## config.mk

```make
export PLATFORM = sky130hd
export DESIGN_NAME = muldiv_unit_flat
export DESIGN_NICKNAME = d
export VERILOG_FILES = /design/src/rtl/muldiv_unit_if.sv /design/src/rtl/muldiv_unit.sv /design/src/flat_wrapper.sv
export SDC_FILE = /design/constraint.sdc
export NUM_CORES = 1
export LEC_CHECK = 0
export ABC_CLOCK_PERIOD_IN_PS = 4400
export BUFFER_PORTS_ARGS = -buffer_cell sky130_fd_sc_hd__buf_4
export CORE_MARGIN = 2
export CORE_UTILIZATION = 35
export CTS_BUF_LIST = sky130_fd_sc_hd__clkbuf_16
export DETAILED_ROUTE_END_ITERATION = 10
export GPL_TIMING_DRIVEN = 0
export PLACE_DENSITY_LB_ADDON = 0.3
export SYNTH_ARGS = -nofsm -noshare
export SYNTH_HDL_FRONTEND = slang
export SYNTH_SLANG_ARGS = --single-unit
```

## constraint.sdc

```tcl
create_clock -name clk -period 4.4 [get_ports clk]
set_clock_uncertainty 0.15 [all_clocks]
set_input_delay 0.88 -clock clk [delete_from_list [all_inputs] [get_ports clk]]
set_output_delay 0.88 -clock clk [all_outputs]
set_load 0.005 [all_outputs]
```

## src/rtl/muldiv_unit_if.sv

```systemverilog
// Request/response bundle for the iterative multiply/divide unit.
// master drives start/op/in1/in2; slave returns busy/done/hi/lo.
interface muldiv_unit_if #(
  parameter int WIDTH = 32
);
  logic             start;
  logic [1:0]       op;
  logic [WIDTH-1:0] in1;
  logic [WIDTH-1:0] in2;
  logic             busy;
  logic             done;
  logic [WIDTH-1:0] hi;
  logic [WIDTH-1:0] lo;

  modport master (
    output start, op, in1, in2,
    input  busy, done, hi, lo
  );

  modport slave (
    input  start, op, in1, in2,
    output busy, done, hi, lo
  );
endinterface

```

## src/rtl/muldiv_unit.sv

```systemverilog
// Iterative radix-2 MULT/MULTU/DIV/DIVU unit beside the EX-stage ALU.
// Ports: clk, rst (sync, active-high), bus (muldiv_unit_if.slave).
module muldiv_unit #(
  parameter int WIDTH = 32
) (
  input  logic          clk,
  input  logic          rst,
  muldiv_unit_if.slave  bus
);
  localparam int CW = $clog2(WIDTH) + 1;

  typedef enum logic [1:0] {
    IDLE,
    CALC,
    FIX,
    DONE
  } state_e;

  state_e           state_q, state_d;
  logic [CW-1:0]    cnt_q, cnt_d;
  logic             div_q, div_d;
  logic             neg_lo_q, neg_lo_d;
  logic             neg_hi_q, neg_hi_d;
  logic             dz_q, dz_d;
  logic [WIDTH-1:0] b_q, b_d;
  logic [WIDTH-1:0] ah_q, ah_d;
  logic [WIDTH-1:0] al_q, al_d;
  logic [WIDTH-1:0] hi_q, hi_d;
  logic [WIDTH-1:0] lo_q, lo_d;
  logic             busy_q, busy_d;
  logic             done_q, done_d;

  logic             s1, s2;
  logic [WIDTH-1:0] mag1, mag2;
  logic             accept;
  logic [WIDTH:0]   mul_sum;
  logic [WIDTH:0]   r_sh;
  logic [WIDTH:0]   diff;
  logic [2*WIDTH-1:0] prod;
  logic [2*WIDTH-1:0] prod_n;

  assign bus.busy = busy_q;
  assign bus.done = done_q;
  assign bus.hi   = hi_q;
  assign bus.lo   = lo_q;

  // op[0]=1 selects the unsigned variants
  assign s1   = ~bus.op[0] & bus.in1[WIDTH-1];
  assign s2   = ~bus.op[0] & bus.in2[WIDTH-1];
  assign mag1 = s1 ? -bus.in1 : bus.in1;
  assign mag2 = s2 ? -bus.in2 : bus.in2;

  assign accept = bus.start &&
                  (state_q == IDLE || state_q == DONE);

  // multiply: {ah,al} is the product/multiplier shift pair
  assign mul_sum = {1'b0, ah_q} +
                   (al_q[0] ? {1'b0, b_q} : '0);

  // divide: ah is the partial remainder, al the dividend/quotient
  assign r_sh = {ah_q, al_q[WIDTH-1]};
  assign diff = r_sh - {1'b0, b_q};

  assign prod   = {ah_q, al_q};
  assign prod_n = -prod;

  always_comb begin
    state_d  = state_q;
    cnt_d    = cnt_q;
    div_d    = div_q;
    neg_lo_d = neg_lo_q;
    neg_hi_d = neg_hi_q;
    dz_d     = dz_q;
    b_d      = b_q;
    ah_d     = ah_q;
    al_d     = al_q;
    hi_d     = hi_q;
    lo_d     = lo_q;

    case (state_q)
      IDLE, DONE: begin
        if (accept) begin
          state_d  = CALC;
          cnt_d    = CW'(WIDTH - 1);
          div_d    = bus.op[1];
          neg_lo_d = s1 ^ s2;
          neg_hi_d = s1;
          dz_d     = (bus.in2 == '0);
          b_d      = mag2;
          ah_d     = '0;
          al_d     = mag1;
        end else begin
          state_d = IDLE;
        end
      end
      CALC: begin
        // counter wraps below zero once all WIDTH steps are done
        if (cnt_q[CW-1]) begin
          state_d = FIX;
        end else begin
          cnt_d = cnt_q - 1'b1;
          if (div_q) begin
            if (!diff[WIDTH]) begin
              ah_d = diff[WIDTH-1:0];
              al_d = {al_q[WIDTH-2:0], 1'b1};
            end else begin
              ah_d = r_sh[WIDTH-1:0];
              al_d = {al_q[WIDTH-2:0], 1'b0};
            end
          end else begin
            ah_d = mul_sum[WIDTH:1];
            al_d = {mul_sum[0], al_q[WIDTH-1:1]};
          end
        end
      end
      FIX: begin
        state_d = DONE;
        if (div_q) begin
          // remainder keeps the dividend sign, so a zero
          // divisor hands back in1 unchanged
          hi_d = neg_hi_q ? -ah_q : ah_q;
          if (dz_q)
            lo_d = '1;
          else
            lo_d = neg_lo_q ? -al_q : al_q;
        end else begin
          {hi_d, lo_d} = neg_lo_q ? prod_n : prod;
        end
      end
      default: state_d = IDLE;
    endcase

    busy_d = (state_d == CALC) || (state_d == FIX);
    done_d = (state_d == DONE);
  end

  always_ff @(posedge clk) begin
    if (rst) begin
      state_q  <= IDLE;
      cnt_q    <= '0;
      div_q    <= 1'b0;
      neg_lo_q <= 1'b0;
      neg_hi_q <= 1'b0;
      dz_q     <= 1'b0;
      b_q      <= '0;
      ah_q     <= '0;
      al_q     <= '0;
      hi_q     <= '0;
      lo_q     <= '0;
      busy_q   <= 1'b0;
      done_q   <= 1'b0;
    end else begin
      state_q  <= state_d;
      cnt_q    <= cnt_d;
      div_q    <= div_d;
      neg_lo_q <= neg_lo_d;
      neg_hi_q <= neg_hi_d;
      dz_q     <= dz_d;
      b_q      <= b_d;
      ah_q     <= ah_d;
      al_q     <= al_d;
      hi_q     <= hi_d;
      lo_q     <= lo_d;
      busy_q   <= busy_d;
      done_q   <= done_d;
    end
  end
endmodule

```

## src/flat_wrapper.sv

```systemverilog
// flat-port wrapper written by rule: the top's interface ports become plain ports
module muldiv_unit_flat 
#(
  parameter int WIDTH = 32
)
  (clk, rst, bus_start, bus_op, bus_in1, bus_in2, bus_busy, bus_done, bus_hi, bus_lo);
  muldiv_unit_if #(.WIDTH(WIDTH)) bus_i ();
  input  logic clk;
  input  logic rst;
  input wire logic [$bits(bus_i.start)-1:0] bus_start;
  input wire logic [$bits(bus_i.op)-1:0] bus_op;
  input wire logic [$bits(bus_i.in1)-1:0] bus_in1;
  input wire logic [$bits(bus_i.in2)-1:0] bus_in2;
  output wire logic [$bits(bus_i.busy)-1:0] bus_busy;
  output wire logic [$bits(bus_i.done)-1:0] bus_done;
  output wire logic [$bits(bus_i.hi)-1:0] bus_hi;
  output wire logic [$bits(bus_i.lo)-1:0] bus_lo;
  assign bus_i.start = bus_start;
  assign bus_i.op = bus_op;
  assign bus_i.in1 = bus_in1;
  assign bus_i.in2 = bus_in2;
  assign bus_busy = bus_i.busy;
  assign bus_done = bus_i.done;
  assign bus_hi = bus_i.hi;
  assign bus_lo = bus_i.lo;
  muldiv_unit #(.WIDTH(WIDTH)) u_core (.clk(clk), .rst(rst), .bus(bus_i));
endmodule
```

* After elaboration in Yosys (flattened, before gate mapping)
Cells that the tools add are included.
** Storage, ports and cells
- Register bits after elaboration :: 174
- Input bits :: 69
- Output and inout port bits :: 66
** Operators by class
- Add/sub/neg operators :: 8
- Equal/unequal tests :: 8
- Muxes and demuxes :: 25
- Bitwise gates (word level) :: 4
- Reductions and logical operators :: 10
** Operators by type and width (count)
- 32-bit two-way mux :: 15
- 32-bit negation :: 4
- 32-bit one-hot mux with 2 select lines :: 2
- 64-bit two-way mux :: 1
- 64-bit negation :: 1
- 32-bit by 33-bit adder with 33-bit output :: 1
- 33-bit by 32-bit subtractor with 33-bit output :: 1
- 32-bit zero test :: 1
- 6-bit two-way mux :: 2
- 6-bit one-hot mux with 2 select lines :: 1
- 2-bit equality test, second input constant :: 4
- 2-bit one-hot mux with 3 select lines :: 1
- 6-bit by 1-bit subtractor with 6-bit output, second input constant :: 1
- 2-bit by 1-bit equality test with 1-bit output, second input constant :: 2
- 2-bit AND reduction :: 2
- 3-bit AND reduction :: 1
- 1-bit AND :: 2
- 2-bit zero test :: 1
- 1-bit logical OR :: 2
- 1-bit two-way mux :: 2
- 2-bit two-way mux :: 1
- 2-bit by 1-bit != test with 1-bit output, second input constant :: 1
- 2-bit != test, second input constant :: 1
- 2-bit nonzero test :: 1
- other kinds (4) :: 4

* Logic depth before layout (Yosys ltp)
- Word-level depth :: 7
- Depth in mapped cells :: 14
- Depth with buffers taken out :: 13

* Least setup slack after synthesis
Ideal clock, no wire load.
- Path type :: register -> register
- From :: register u_core.al_q[31]
- To :: register u_core.ah_q[27]
- Arrival time :: 3055 ps
- Required time :: 4133 ps
- Path slack :: 1078 ps
- Cell stages (with the launch flop) :: 14
- Cells stage by stage :: dfxtp_1 -> inv_1 -> ha_1 -> fa_1 -> nor2b_1 -> o31a_1 -> o41ai_2 -> o31a_1 -> o21ai_1 -> o211ai_2 -> xnor2_4 -> buf_4 -> nand4_1 -> a32o_1
** On the way
- Word-level cells in the longest chain between the ends :: 5
** Ends and longest elaborated chain
- start, declared :: RTL line muldiv_unit.sv:27 : logic [WIDTH-1:0] al_q, al_d;
- start signal, assigned :: RTL line muldiv_unit.sv:161 : al_q <= al_d;
- 33-bit by 32-bit subtractor with 33-bit output :: RTL line muldiv_unit.sv:62 : assign diff = r_sh - {1'b0, b_q};
- 32-bit two-way mux :: RTL line muldiv_unit.sv:103 : if (!diff[WIDTH]) begin
- 32-bit two-way mux :: RTL line muldiv_unit.sv:102 : if (div_q) begin
- 32-bit two-way mux :: RTL line muldiv_unit.sv:98 : if (cnt_q[CW-1]) begin
- 32-bit one-hot mux with 2 select lines :: RTL line muldiv_unit.sv:80 : case (state_q)
- end signal, assigned :: RTL line muldiv_unit.sv:160 : ah_q <= ah_d;
- end, declared :: RTL line muldiv_unit.sv:26 : logic [WIDTH-1:0] ah_q, ah_d;
No other way between the ends. The select of a mux whose other input is x is not followed.
A chain may end at the register's enable or synchronous reset.

* Worst setup path after layout
- From :: register u_core.al_q[31]
- To :: register u_core.ah_q[22]
Same word-level chain as after synthesis.

==> results_tabular.tex <==
\begin{tabular}{lr}
\hline
Metric & Value \\
\hline
\multicolumn{2}{l}{\textbf{Yosys}} \\
Cell type contributing the most total cell area after synthesis & sky130\_fd\_sc\_hd\_\_dfxtp\_1 \\
Number of warnings printed during yosys synthesis & 0 \\
Sequential area share after synthesis & 0.251 \\
Library cells used by synthesis & 84 \\
Top post-synthesis cells by area & sky130\_fd\_sc\_hd\_\_dfxtp\_1, sky130\_fd\_sc\_hd\_\_ha\_1, sky130\_fd\_sc\_hd\_\_mux2i\_1 \\
Synth async-reset ratio & 0 \\
FF+latch count, synth & 174 \\
Post-synth EDFFs & 0 \\
Number of instances in the synthesized netlist & 1814 \\
Share of the synthesized area in the top cell type & 0.251 \\
Synthesized area per cell & 7.66 um\^{}2 \\
Combined area of all synthesized cells & 13900 um\^{}2 \\
Predominant post-synthesis flop cell & sky130\_fd\_sc\_hd\_\_dfxtp\_1 \\
Number of nets produced by synthesis & 1956 \\
\multicolumn{2}{l}{\textbf{Clock tree}} \\
Maximum root-to-sink buffer count & 2 \\
Clock H-tree levels & 4 \\
TritonCTS clock tree & yes \\
CTS Hold Bufs & 0 \\
Root Buffer Master & sky130\_fd\_sc\_hd\_\_clkbuf\_16 \\
Num CTS Buffers & 17 \\
Sink Count & 174 \\
Clock insertion delay at the later pin of the skew report & 0.45 ns \\
Clock slew at reported path FFs & 0.07 ns \\
\multicolumn{2}{l}{\textbf{STA}} \\
Worst slew margin relative to its limit & 0.175 \\
Total negative slack & 0 ns \\
FMAX & 0.237 GHz \\
Number of hold violations in the final report & 0 \\
Setup repair after global routing missed its margin & false \\
Finish-stage setup viols & 0 \\
Worst-Margin Slew & 1.23 ns \\
Smallest hold slack & 0.318 ns \\
Number of pins exceeding their max-slew limit in the final report & 0 \\
Portion of the clock cycle consumed by the worst path in the final layout & 0.960 \\
Crit path time final & 4.22 ns \\
\multicolumn{2}{l}{\textbf{Floorplanning}} \\
Die extent in y & 203 um \\
Initial cell density of the core & 0.357 \\
Core region area & 38900 um\^{}2 \\
Die width & 203 um \\
Top Ports & 135 \\
Die ar. & 41300 um\^{}2 \\
Standard-cell rows & 72 \\
\multicolumn{2}{l}{\textbf{Placed design}} \\
HPWL reported at the end of detailed placement & 38700 um \\
Number of buffers inserted by port buffering & 134 \\
Placer's final routability congestion estimate & 0.921 \\
Placed Cells incl. Taps & 2466 \\
\multicolumn{2}{l}{\textbf{Critical path}} \\
Register-to-register setup slack & 0.18 ns \\
Category of the worst setup path capture point & flop \\
Worst EP required & 4.62 ns \\
Maximum fanout along the worst path & 10 \\
Crit path launch type & flop \\
Terminus of the critical flop-to-flop path & u\_core.ah\_q[22] \\
Worst reg2reg path startpoint & u\_core.al\_q[31] \\
Reg2reg path depth & 13 \\
Slowest cell delay on critical path & 0.45 ns \\
Buffers plus inverters on the worst setup path & 2 \\
CP cell instances & inv\_1 -> ha\_1 -> fa\_1 -> nor2b\_1 -> o31a\_1 -> o41ai\_2 -> o31a\_1 -> o21ai\_1 -> o211ai\_2 -> xnor2\_4 -> buf\_2 -> o21ai\_0 -> a22oi\_1 \\
Cell repeated most along the worst path & sky130\_fd\_sc\_hd\_\_o31a\_1 \\
Worst Path Arrival & 4.45 ns \\
Slowest stage cell on the critical path & sky130\_fd\_sc\_hd\_\_xnor2\_4 \\
Worst setup path class & flop to flop \\
Largest delay share family, worst path & compound AO/OA/AOI/OAI gates \\
\multicolumn{2}{l}{\textbf{Drt}} \\
Residual antenna-violating net count after detailed routing & 0 \\
Wirelength, routed & 48300 um \\
Detailed-route via count & 13948 \\
Drt initial violations & 1279 \\
Number of DRC violations after detailed routing & 0 \\
Drt first pass iters & 7 \\
Per-cell routed wire length & 19.3 um \\
Post-DR vias/cell & 5.58 \\
\multicolumn{2}{l}{\textbf{Global route}} \\
First-pass GRT wire length & 74600 um \\
Maximum number of pins on one net before global-route repair & 17 \\
Global Route Usage Sum & 0.229 \\
GRT overflow & 0 \\
Vias in the first global route & 13198 \\
Number of antenna violations at the first check in global routing & 0 \\
\multicolumn{2}{l}{\textbf{Cells and area}} \\
Total area of sequential cells & 3480 um\^{}2 \\
Share of post-route cells with drive strength above 1 & 0.114 \\
Fin nets & 2109 \\
Number of diodes & 0 \\
Final core utilization & 0.413 \\
Final cell count without fillers & 2498 \\
Area of combinational cells with multiple inputs & 9580 um\^{}2 \\
Layout Area Growth over Synthesis & 15.8\% \\
Count of filler cells inserted in the layout & 4052 \\
\multicolumn{2}{l}{\textbf{Min path}} \\
Hold path depth & 2 \\
Hold/Removal Path Class & flop to flop \\
Worst Min Path Start & u\_core.b\_q[31] \\
Hold Path Sink & u\_core.b\_q[31] \\
\multicolumn{2}{l}{\textbf{Power}} \\
Sw Share & 0.344 \\
Sequential power share & 0.407 \\
Total power density per cell area & 264 nW/um\^{}2 \\
Share of power burned in the clock network & 0.341 \\
Cell internal power dissipation & 2.78 mW \\
Leakage power summed over all cells & 6.17 nW \\
Maximum resistive drop on vdd & 0.000272 V \\
Switching power & 1.46 mW \\
Power consumption & 4.24 mW \\
Combinational cell fraction of total power & 0.252 \\
\multicolumn{2}{l}{\textbf{Flow run}} \\
Max-cap violations & 0 \\
\multicolumn{2}{l}{\textbf{Outcome}} \\
Result of the run & completed \\
\hline
\end{tabular}
==> kinds of logic (layout without fill, tap and decap cells) <==
group / count (synthesis) / count (layout) / share of synthesized area
AND/OR/NAND/NOR: 595 / 595 / 0.205
AO/OA/AOI/OAI: 530 / 530 / 0.251
buffers and inverters: 193 / 359 / 0.0597
flip-flops: 174 / 174 / 0.251
XOR/XNOR: 164 / 164 / 0.105
multiplexers: 85 / 85 / 0.0617
adder cells (fa/ha/maj): 73 / 73 / 0.0668
==> flip-flops by register name (all words and copies together) (netlist names) <==
name / flops
u_core.neg_hi_q: 1
u_core.b_q: 32
u_core.bus.done: 1
u_core.neg_lo_q: 1
u_core.bus.busy: 1
u_core.bus.hi: 32
u_core.dz_q: 1
u_core.ah_q: 32
u_core.cnt_q: 6
u_core.state_q: 2
u_core.bus.lo: 32
u_core.al_q: 32
u_core.div_q: 1
==> power by group through the flow <==
stage	sequential, mW	clock [mW]	combinational, mW
after CTS	1.73	1.47	1.06
after floorplan	1.73	0	0.745
after global placement	1.76	0	1.04
after detailed placement	1.76	0	1.05
after global routing	1.74	1.53	1.18
final	1.73	1.45	1.07
==> area by class of cell <==
cell class                      count  share of cell area
Buffer                            125              0.0357
Clock buffer                       17              0.0264
Clock inverter                     15             0.00700
Inverter                           68              0.0159
Multi-Input combinational cell   1447               0.596
Sequential cell                   174               0.217
Tap cell                          518              0.0403
Timing Repair Buffer              134              0.0625
==> repair_timing <==
item	4_1_cts	5_1_grt
gates resized for setup	1	0
setup buffers	0	0
setup endpoints to repair	1	0
==> per-layer routing <==
metal | track usage | wire length (um)
met1 | 0.315 | 22200
met5 | 0 | 0
met4 | 0.0667 | 1010
met2 | 0.369 | 22100
met3 | 0.0361 | 3080
==> cell usage after synthesis, drive strengths merged, types with 5 or more instances <==
master  count
and2       10
ha         71
nand2b     12
o221ai      5
nor3       38
nor3b       7
a21o       24
or4        11
or3        27
mux2        5
mux2i      80
nor2      205
o31a        7
dfxtp     174
o22ai       7
a22oi      20
o21bai     13
o21a       13
inv        68
a31oi      15
nand3b      8
buf        28
nor4b       5
a211oi     84
nand2     164
a21oi     125
or2        10
a311oi      9
o211ai     36
nand3      34
nand4      16
nor4       20
o41ai      15
clkbuf     97
nor2b      11
o31ai      22
xnor2      83
and3       11
o21ai     107
xor2       81
==> stage by stage <==
stage | worst slack (ns) | cell area (um^2)
3_3_place_gp | -0.214 | 15500
6_report | 0.178 | 16100
5_1_grt | 0.0109 | 16100
4_1_cts | 0.249 | 16100
3_5_place_dp | -0.160 | 15500
2_1_floorplan | 1.08 | 13900
==> placed cells by master (no fill, tap or decap), drive strengths merged, types with 13 or more instances in the layout <==
| cell | Yosys | final |
|---|---|---|
| a31oi | 15 | 15 |
| a22oi | 20 | 20 |
| a21o | 24 | 24 |
| buf | 28 | 162 |
| o211ai | 36 | 36 |
| o21bai | 13 | 13 |
| xor2 | 81 | 81 |
| clkbuf | 97 | 114 |
| dfxtp | 174 | 174 |
| o41ai | 15 | 15 |
| a21oi | 125 | 125 |
| ha | 71 | 71 |
| a211oi | 84 | 84 |
| nand2 | 164 | 164 |
| nand4 | 16 | 16 |
| nor2 | 205 | 205 |
| o21a | 13 | 13 |
| o21ai | 107 | 107 |
| mux2i | 80 | 80 |
| nor3 | 38 | 38 |
| o31ai | 22 | 22 |
| nor4 | 20 | 20 |
| inv | 68 | 75 |
| xnor2 | 83 | 83 |
| or3 | 27 | 27 |
| nand3 | 34 | 34 |
==> worst max path at each step <==
stage,startpoint,endpoint,cells past startpoint
floorplan,u_core.al_q[31],u_core.ah_q[27],13
global placement,bus_start,u_core.ah_q[25],8
detailed placement,bus_start,u_core.ah_q[25],8
CTS,u_core.ah_q[0],u_core.ah_q[22],12
global route,u_core.ah_q[0],u_core.ah_q[22],12
finish,u_core.al_q[31],u_core.ah_q[22],13
==> worst min-delay path, stage by stage, from the launching register on <==
cell,delay [ns]
sky130_fd_sc_hd__dfxtp_1,0.32
sky130_fd_sc_hd__nand2_1,0.05
sky130_fd_sc_hd__a21oi_1,0.05
Note: power is estimated with default switching activity, not from simulation.
